`config.mk`:
```
export PLATFORM = sky130hd
export DESIGN_NAME = voice_allocator
export DESIGN_NICKNAME = d
export VERILOG_FILES = /design/src/rtl/voice_pkg.sv /design/src/rtl/voice_slot.sv /design/src/rtl/voice_allocator.sv
export SDC_FILE = /design/constraint.sdc
export NUM_CORES = 1
export LEC_CHECK = 0
export CAP_MARGIN = 20
export CORE_UTILIZATION = 46
export DETAILED_ROUTE_END_ITERATION = 12
export HOLD_SLACK_MARGIN = 0.1
export PLACE_DENSITY_LB_ADDON = 0.12
export RECOVER_POWER = 100
export SLEW_MARGIN = 20
export SYNTH_ARGS = -nofsm -noshare
export SYNTH_HDL_FRONTEND = slang
export SYNTH_SLANG_ARGS = --single-unit
```
`constraint.sdc`:
```
create_clock -name i_clk -period 5.8 [get_ports i_clk]
set_input_delay 1.16 -clock i_clk [delete_from_list [all_inputs] [get_ports i_clk]]
set_output_delay 1.16 -clock i_clk [all_outputs]
set_load 0.005 [all_outputs]
```
`src/rtl/voice_pkg.sv`:
```
// -----------------------------------------------------------------------------
// voice_pkg
// Shared definitions for the voice allocator: message type encodings, voice
// count, field widths, the allocator FSM state type and a small decode helper.
// No ports (package).
// -----------------------------------------------------------------------------
package voice_pkg;

  localparam int VOICES = 4;
  localparam int NOTE_W = 7;
  localparam int VEL_W  = 7;
  localparam int AGE_W  = 8;

  // msg_type encodings as delivered by the MIDI parser
  localparam logic [1:0] MSG_NOTE_OFF = 2'd0;
  localparam logic [1:0] MSG_NOTE_ON  = 2'd1;
  localparam logic [1:0] MSG_PROG     = 2'd2;
  localparam logic [1:0] MSG_ALL_OFF  = 2'd3;

  typedef enum logic [1:0] {
    ST_IDLE   = 2'd0,
    ST_SCAN   = 2'd1,
    ST_COMMIT = 2'd2
  } state_t;

  // A note-on with zero velocity is a note-off in disguise.
  function automatic logic is_note_on(input logic [1:0] msg_type,
                                      input logic [6:0] vel);
    return (msg_type == MSG_NOTE_ON) && (vel != 7'd0);
  endfunction

endpackage

```
`src/rtl/voice_slot.sv`:
```
// -----------------------------------------------------------------------------
// voice_slot
// One voice slot: note number, velocity, saturating age and sustained flag.
// Strobes are mutually exclusive in practice; priority is
// clear > write > release > (hold, age_inc).
// Ports:
//   i_clk, i_rst (async active-high), i_ce   clocking
//   i_write, i_note, i_vel                   load note/vel, age <= 0, flag <= 0
//   i_release                                vel <= 0, flag <= 0, note kept
//   i_hold                                   set sustained flag
//   i_age_inc                                saturating age increment
//   i_clear                                  vel <= 0, age <= 0, flag <= 0
//   o_note, o_vel, o_age, o_sustained        registered slot state
// -----------------------------------------------------------------------------
module voice_slot
  import voice_pkg::*;
#(
  parameter int NOTE_W = voice_pkg::NOTE_W,
  parameter int VEL_W  = voice_pkg::VEL_W,
  parameter int AGE_W  = voice_pkg::AGE_W
) (
  input  logic              i_clk,
  input  logic              i_rst,
  input  logic              i_ce,
  input  logic              i_write,
  input  logic [NOTE_W-1:0] i_note,
  input  logic [VEL_W-1:0]  i_vel,
  input  logic              i_release,
  input  logic              i_hold,
  input  logic              i_age_inc,
  input  logic              i_clear,
  output logic [NOTE_W-1:0] o_note,
  output logic [VEL_W-1:0]  o_vel,
  output logic [AGE_W-1:0]  o_age,
  output logic              o_sustained
);

  logic [NOTE_W-1:0] r_note;
  logic [VEL_W-1:0]  r_vel;
  logic [AGE_W-1:0]  r_age;
  logic              r_sustained;

  // Slot state update; note number survives release so the NCO keeps pitch.
  always_ff @(posedge i_clk or posedge i_rst) begin
    if (i_rst) begin
      r_note      <= {NOTE_W{1'b0}};
      r_vel       <= {VEL_W{1'b0}};
      r_age       <= {AGE_W{1'b0}};
      r_sustained <= 1'b0;
    end else if (i_ce) begin
      if (i_clear) begin
        r_vel       <= {VEL_W{1'b0}};
        r_age       <= {AGE_W{1'b0}};
        r_sustained <= 1'b0;
      end else if (i_write) begin
        r_note      <= i_note;
        r_vel       <= i_vel;
        r_age       <= {AGE_W{1'b0}};
        r_sustained <= 1'b0;
      end else if (i_release) begin
        r_vel       <= {VEL_W{1'b0}};
        r_sustained <= 1'b0;
      end else begin
        if (i_hold) begin
          r_sustained <= 1'b1;
        end
        // Saturate so a long-held voice never wraps back to "youngest".
        if (i_age_inc && (r_age != {AGE_W{1'b1}})) begin
          r_age <= r_age + AGE_W'(1);
        end
      end
    end
  end

  assign o_note      = r_note;
  assign o_vel       = r_vel;
  assign o_age       = r_age;
  assign o_sustained = r_sustained;

endmodule

```
`src/rtl/voice_allocator.sv`:
```
// -----------------------------------------------------------------------------
// voice_allocator
// Turns parsed MIDI channel messages into four voice slots for nco_bank.
// Policy: retrigger a held note in place, else take the first free slot,
// else steal the oldest slot (lowest index on equal age).
//
// Flow: IDLE accepts a message; note messages walk the four slots in SCAN
// (one per ce cycle) to find match/free/oldest; COMMIT applies the result.
// Program change and all-notes-off go straight from IDLE to COMMIT.
//
// Optional feature (macro VOICE_ALLOC_SUSTAIN_EN): adds input i_sustain.
// Note-offs arriving while sustain is held mark the slot sustained instead of
// releasing it; a sustain falling edge costs one COMMIT cycle (msg_ready low)
// that releases every sustained slot, ahead of any waiting message.
//
// Ports:
//   i_clk, i_rst (async active-high), i_ce (clock enable)
//   i_sustain                       sustain pedal (feature builds only)
//   i_msg_valid / o_msg_ready       message handshake, transfer on ce
//   i_msg_type, i_msg_d1, i_msg_d2  message type, note/program, velocity
//   o_note_num_0..3, o_note_vel_0..3  registered slot outputs (vel 0 = free)
//   o_program                       registered current program
// -----------------------------------------------------------------------------
module voice_allocator #(
  parameter int NOTE_W = voice_pkg::NOTE_W,
  parameter int VEL_W  = voice_pkg::VEL_W,
  parameter int AGE_W  = voice_pkg::AGE_W
) (
  input  logic              i_clk,
  input  logic              i_rst,
  input  logic              i_ce,
`ifdef VOICE_ALLOC_SUSTAIN_EN
  input  logic              i_sustain,
`endif
  input  logic              i_msg_valid,
  output logic              o_msg_ready,
  input  logic [1:0]        i_msg_type,
  input  logic [6:0]        i_msg_d1,
  input  logic [6:0]        i_msg_d2,
  output logic [NOTE_W-1:0] o_note_num_0,
  output logic [NOTE_W-1:0] o_note_num_1,
  output logic [NOTE_W-1:0] o_note_num_2,
  output logic [NOTE_W-1:0] o_note_num_3,
  output logic [VEL_W-1:0]  o_note_vel_0,
  output logic [VEL_W-1:0]  o_note_vel_1,
  output logic [VEL_W-1:0]  o_note_vel_2,
  output logic [VEL_W-1:0]  o_note_vel_3,
  output logic [6:0]        o_program
);

  import voice_pkg::*;

  // FSM and latched message
  state_t      r_state;
  logic        r_msg_ready;
  logic [1:0]  r_type;
  logic [6:0]  r_d1;
  logic [6:0]  r_d2;
  logic        r_msg_sus;     // sustain level at the time the message arrived
  logic        r_sus_rel;     // current COMMIT is a sustain release
  logic        r_sus_prev;
  logic        r_pend;        // sustain falling edge waiting for service
  logic [6:0]  r_program;

  // Scan results
  logic [1:0]       r_idx;
  logic             r_match_found;
  logic [1:0]       r_match_idx;
  logic             r_free_found;
  logic [1:0]       r_free_idx;
  logic [1:0]       r_old_idx;
  logic [AGE_W-1:0] r_old_age;

  // Slot views and strobes
  logic [NOTE_W-1:0] w_note [VOICES];
  logic [VEL_W-1:0]  w_vel  [VOICES];
  logic [AGE_W-1:0]  w_age  [VOICES];
  logic [VOICES-1:0] w_flag;
  logic [VOICES-1:0] w_active;
  logic [VOICES-1:0] w_hit;
  logic [VOICES-1:0] w_wr;
  logic [VOICES-1:0] w_rel;
  logic [VOICES-1:0] w_hold;
  logic [VOICES-1:0] w_inc;
  logic [VOICES-1:0] w_clr;
  logic [1:0]        w_target;
  logic              w_commit;
  logic              w_sus;
  logic              w_fall;
  logic [AGE_W-1:0]  w_cur_age;

`ifdef VOICE_ALLOC_SUSTAIN_EN
  assign w_sus = i_sustain;
`else
  assign w_sus = 1'b0;
`endif

  assign w_fall    = r_sus_prev & ~w_sus;
  assign w_commit  = (r_state == ST_COMMIT) & i_ce;
  assign w_cur_age = w_age[r_idx];

  // Per-slot activity and note match against the latched note number.
  always_comb begin
    w_active = {VOICES{1'b0}};
    w_hit    = {VOICES{1'b0}};
    for (int i = 0; i < VOICES; i++) begin
      w_active[i] = (w_vel[i] != {VEL_W{1'b0}});
      w_hit[i]    = w_active[i] && (w_note[i] == NOTE_W'(r_d1));
    end
  end

  // Note-on target: retrigger a match, else first free, else oldest.
  always_comb begin
    if (r_match_found) begin
      w_target = r_match_idx;
    end else if (r_free_found) begin
      w_target = r_free_idx;
    end else begin
      w_target = r_old_idx;
    end
  end

  // COMMIT strobes to the slots.
  always_comb begin
    w_wr   = {VOICES{1'b0}};
    w_rel  = {VOICES{1'b0}};
    w_hold = {VOICES{1'b0}};
    w_inc  = {VOICES{1'b0}};
    w_clr  = {VOICES{1'b0}};
    if (w_commit) begin
      if (r_sus_rel) begin
        w_rel = w_flag;
      end else begin
        case (r_type)
          MSG_NOTE_ON, MSG_NOTE_OFF: begin
            if (is_note_on(r_type, r_d2)) begin
              for (int i = 0; i < VOICES; i++) begin
                if (w_target == 2'(i)) begin
                  w_wr[i] = 1'b1;
                end else begin
                  w_inc[i] = w_active[i];
                end
              end
            end else if (r_msg_sus) begin
              w_hold = w_hit;
            end else begin
              w_rel = w_hit;
            end
          end
          MSG_ALL_OFF: w_clr = {VOICES{1'b1}};
          default:     w_clr = {VOICES{1'b0}};
        endcase
      end
    end else begin
      w_wr = {VOICES{1'b0}};
    end
  end

  // Four slot instances.
  for (genvar g = 0; g < VOICES; g++) begin : g_slot
    voice_slot #(
      .NOTE_W (NOTE_W),
      .VEL_W  (VEL_W),
      .AGE_W  (AGE_W)
    ) u_slot (
      .i_clk       (i_clk),
      .i_rst       (i_rst),
      .i_ce        (i_ce),
      .i_write     (w_wr[g]),
      .i_note      (NOTE_W'(r_d1)),
      .i_vel       (VEL_W'(r_d2)),
      .i_release   (w_rel[g]),
      .i_hold      (w_hold[g]),
      .i_age_inc   (w_inc[g]),
      .i_clear     (w_clr[g]),
      .o_note      (w_note[g]),
      .o_vel       (w_vel[g]),
      .o_age       (w_age[g]),
      .o_sustained (w_flag[g])
    );
  end

  // Control FSM; msg_ready is registered and always equals (IDLE && !pending).
  always_ff @(posedge i_clk or posedge i_rst) begin
    if (i_rst) begin
      r_state       <= ST_IDLE;
      r_msg_ready   <= 1'b1;
      r_type        <= 2'd0;
      r_d1          <= 7'd0;
      r_d2          <= 7'd0;
      r_msg_sus     <= 1'b0;
      r_sus_rel     <= 1'b0;
      r_sus_prev    <= 1'b0;
      r_pend        <= 1'b0;
      r_program     <= 7'd0;
      r_idx         <= 2'd0;
      r_match_found <= 1'b0;
      r_match_idx   <= 2'd0;
      r_free_found  <= 1'b0;
      r_free_idx    <= 2'd0;
      r_old_idx     <= 2'd0;
      r_old_age     <= {AGE_W{1'b0}};
    end else if (i_ce) begin
      r_sus_prev <= w_sus;
      case (r_state)
        ST_IDLE: begin
          if (r_pend) begin
            // Pedal release wins over any waiting message.
            r_state     <= ST_COMMIT;
            r_sus_rel   <= 1'b1;
            r_pend      <= w_fall;
            r_msg_ready <= 1'b0;
          end else if (i_msg_valid && r_msg_ready) begin
            r_type        <= i_msg_type;
            r_d1          <= i_msg_d1;
            r_d2          <= i_msg_d2;
            r_msg_sus     <= w_sus;
            r_sus_rel     <= 1'b0;
            r_idx         <= 2'd0;
            r_match_found <= 1'b0;
            r_free_found  <= 1'b0;
            r_pend        <= w_fall;
            r_msg_ready   <= 1'b0;
            if ((i_msg_type == MSG_NOTE_ON) || (i_msg_type == MSG_NOTE_OFF)) begin
              r_state <= ST_SCAN;
            end else begin
              r_state <= ST_COMMIT;
            end
          end else begin
            r_pend      <= w_fall;
            r_msg_ready <= ~w_fall;
          end
        end
        ST_SCAN: begin
          if (w_hit[r_idx] && !r_match_found) begin
            r_match_found <= 1'b1;
            r_match_idx   <= r_idx;
          end
          if (!w_active[r_idx] && !r_free_found) begin
            r_free_found <= 1'b1;
            r_free_idx   <= r_idx;
          end
          // Strictly greater keeps the lower index on equal age.
          if ((r_idx == 2'd0) || (w_cur_age > r_old_age)) begin
            r_old_idx <= r_idx;
            r_old_age <= w_cur_age;
          end
          if (r_idx == 2'd3) begin
            r_state <= ST_COMMIT;
          end else begin
            r_idx <= r_idx + 2'd1;
          end
          r_pend      <= r_pend | w_fall;
          r_msg_ready <= 1'b0;
        end
        ST_COMMIT: begin
          if (!r_sus_rel && (r_type == MSG_PROG)) begin
            r_program <= r_d1;
          end
          r_state     <= ST_IDLE;
          r_sus_rel   <= 1'b0;
          r_pend      <= r_pend | w_fall;
          r_msg_ready <= ~(r_pend | w_fall);
        end
        default: begin
          r_state     <= ST_IDLE;
          r_msg_ready <= 1'b1;
        end
      endcase
    end
  end

  assign o_msg_ready  = r_msg_ready;
  assign o_program    = r_program;
  assign o_note_num_0 = w_note[0];
  assign o_note_num_1 = w_note[1];
  assign o_note_num_2 = w_note[2];
  assign o_note_num_3 = w_note[3];
  assign o_note_vel_0 = w_vel[0];
  assign o_note_vel_1 = w_vel[1];
  assign o_note_vel_2 = w_vel[2];
  assign o_note_vel_3 = w_vel[3];

endmodule

```
==> results.toml <==
[status]
status = "complete, but fails checks"
violations = "capacitance limit, slew limit"

[place]
gp_congestion = 0.837
port-buffer-count = 83
pre_cts_ws_ns = 1.56
dp_hpwl_um = 11600

[logic_synthesis]
seq_area_frac_synth = 0.494
synthTopCellsByArea = "dfrtp_1 (49%), mux2_2 (11%), a32o_1 (4.2%), xor2_1 (4.1%), xnor2_1 (3.1%)"
ys.flop_type = "dfrtp_1"
syn_area_per_cell_um2 = 12.1
syn-cell-area_um2 = 6690
synth_nets = 586
synth.distinct_cells = 59
synth_top_area_share = 0.490
yosys.area.top_type = "dfrtp_1"
async_reset_ff_frac = 1.00
yosysWarnings = 0
synth-edff-count = 0
postSynthCellCount = 552
synth-seq-cells = 132

[detailed_routing]
antenna_left = 0
totalWireLength_um = 16000
firstDrtPassIters = 5
drc = 0
detail_route.wl_per_cell_um = 19.4
routed_via_density = 5.79
drtIter0Drc = 320
via_count = 4757

[setup_path]
cpMaxStageDelayCell = "nor3_4"
cp.arrival_ns = 4.45
cp.required_ns = 6.11
critPathKind = "in2reg"
worstSetupEndpointType = "flop"
crit_path_max_incr_delay_ns = 0.73
crit_path_cell_trace = "dlygate4sd3_1, nand4bb_1, a211o_1, nor3_4, or2_0, a21oi_1, a32o_1"
cp-start-kind = "input pin"
worstPathMaxFanout = 16

[power_and_ir_drop]
peakVddDrop_mv = 0.295
leakage_nw = 3.81
total_power_mw = 3.35
powerDensity_nw_per_um2 = 408

[timing]
tightest_slew_ns = 2.23
slew_headroom = -0.493
final_hold_viol_count = 0
final.setup_skew_ns = 0.00903
fmax_mhz = 241
drv_slew = 51
min_period_ns = 4.15
tns_ns = 0
finalCritPeriodShare = 0.715
setup_viol_count_final = 0
whs_ns = 0.497
setup_ws_ns = 1.65
rsz0062_at_grt = "no"

[clock_tree]
ctsResizeCount = 0
cts_tree = "yes"
cts_buffers = 17
clk_pin_slew_worst_paths_ns = 0.06
h-tree-depth = 4
cts_hold_buf = 0
clockBufferDepth = 2
clock_sink_count = 132
clk_latency_ns = 0.42
cts_root_buf = "clkbuf_16"
cts_setup_buffers = 0

[floorplan]
rows = 43
initial_core_util = 0.477
core_region_area_um2 = 14000
die_w_um = 123
dieArea_um2 = 15000
die_y_um = 123
top_level_ports = 84

[cells_and_area]
area_growth_pct = 22.4
fin_util = 0.583
diodes = 0
drive_above_1_share = 0.193
n_fill_cell = 1160
finalNetCount = 663

[global_route]
first_global_vias = 4684
antenna_found_initial = 0
grt_max_degree = 51
grt_pass1_wl_um = 25700
grt_use_total = 0.232
overflow = 0

[min_path]
hold_class = "reg2reg"

[flow_run]
cap_violations = 1
synthesized netlist by cell type (all sizes together) (5+ instances only):
cell	count
a21oi	10
nand2	24
inv	18
and3	10
nor3	18
and2	5
xnor2	24
dfrtp	131
nand4	18
o21ai	11
nand3	9
a32o	28
mux4	9
xor2	31
nor2	45
buf	19
ha	14
clkbuf	9
nor4	9
mux2	63
metrics by stage:
stage,std cells,area [um2]
finish,822,8190
global route,822,8190
CTS,822,8260
detailed placement,790,7610
global placement,790,7610
floorplan,552,6690
per-layer routing:
metal | global-route usage | share of wire | vias up
met1 | 0.320 | 0.45 | 2425
met5 | 0 | 0 | -
met2 | 0.351 | 0.48 | 136
met4 | 0.0755 | 0.014 | 0
met3 | 0.0646 | 0.057 | 23
li1 | - | - | 2173
critical path, delay by kind of cell:
kind            cells  cell delay, ns
compound gates      3            1.16
simple gates        3            1.46
buf+inv             1            0.67
cell usage in the layout, fill, tap and decap left out, types with 4 or more instances in the layout:
master           instances
a21oi_1                  9
a32o_1                  28
and2_1                   4
and3_1                  10
bufinv_16                4
clkbuf_16               17
clkdlybuf4s50_1         16
clkinvlp_4               7
dfrtp_1                131
dlygate4sd3_1           67
ha_1                    14
inv_1                   17
mux2_2                  63
mux2i_1                  4
mux4_2                   9
nand2_1                 24
nand3_1                  9
nand4_1                 18
nor2_1                  45
nor2b_1                  4
nor3_1                  15
nor4_1                   7
o21a_1                   4
o21ai_0                  9
xnor2_1                 24
xor2_1                  31
where the power goes:
group	total, mW	switching (mW)	internal (mW)
Combinational	0.834	0.412	0.423
Sequential	1.36	0.283	1.08
Clock	1.15	0.396	0.751
flip-flops by register name (all words and copies together), names as in the netlist:
| name | cells |
|---|---|
| g_slot.u_slot.o_age | 32 |
| g_slot.u_slot.o_note | 28 |
| g_slot.u_slot.o_vel | 28 |
| r_old_age | 8 |
| o_program | 7 |
| r_d1 | 7 |
| r_d2 | 7 |
| r_free_idx | 2 |
| r_idx | 2 |
| r_match_idx | 2 |
| r_old_idx | 2 |
| r_state | 2 |
| r_type | 2 |
| o_msg_ready | 1 |
| r_free_found | 1 |
| r_match_found | 1 |
path summary, 6_finish.rpt:
| check | startpoint | to | slack [ns] | cells after the start |
|---|---|---|---|---|
| worst min register to register | o_msg_ready$_DFFE_PP1P_ | o_msg_ready$_DFFE_PP1P_ | 0.50 | 2 |
| worst max-delay path | i_ce | g_slot[0].u_slot.o_vel[4]$_DFFE_PP0P_ | 1.65 | 7 |
| worst max register to register | r_d2[3]$_DFFE_PP0P_ | g_slot[0].u_slot.o_vel[4]$_DFFE_PP0P_ | 2.28 | 6 |
| max in group asynchronous | i_rst | g_slot[1].u_slot.o_vel[5]$_DFFE_PP0P_ | 2.65 | 3 |
| min in group asynchronous | i_rst | r_free_idx[1]$_DFFE_PP0P_ | 1.79 | 2 |
| worst min-delay path | o_msg_ready$_DFFE_PP1P_ | o_msg_ready$_DFFE_PP1P_ | 0.50 | 2 |
cell families (layout without fill, tap and decap cells):
kind of cell / count (synthesis) / after routing / synth area share
AO/OA/AOI/OAI: 72 / 72 / 0.102
XOR/XNOR: 55 / 55 / 0.0720
adder cells (fa/ha/maj): 14 / 14 / 0.0262
buffers and inverters: 46 / 136 / 0.0342
flip-flops: 132 / 132 / 0.494
multiplexers: 76 / 76 / 0.142
AND/OR/NAND/NOR: 157 / 157 / 0.129
cell type report:
type	instances	area (um2)	share of cell area
multi-input combinational	374	3100	0.378
tap	180	225	0.0275
sequential	132	3300	0.403
inverter	18	68.8	0.00840
clock inverter	12	178	0.0217
clock buffer	20	467	0.0570
timing repair buffer	86	850	0.104
Note: power is estimated with default switching activity, not from simulation.
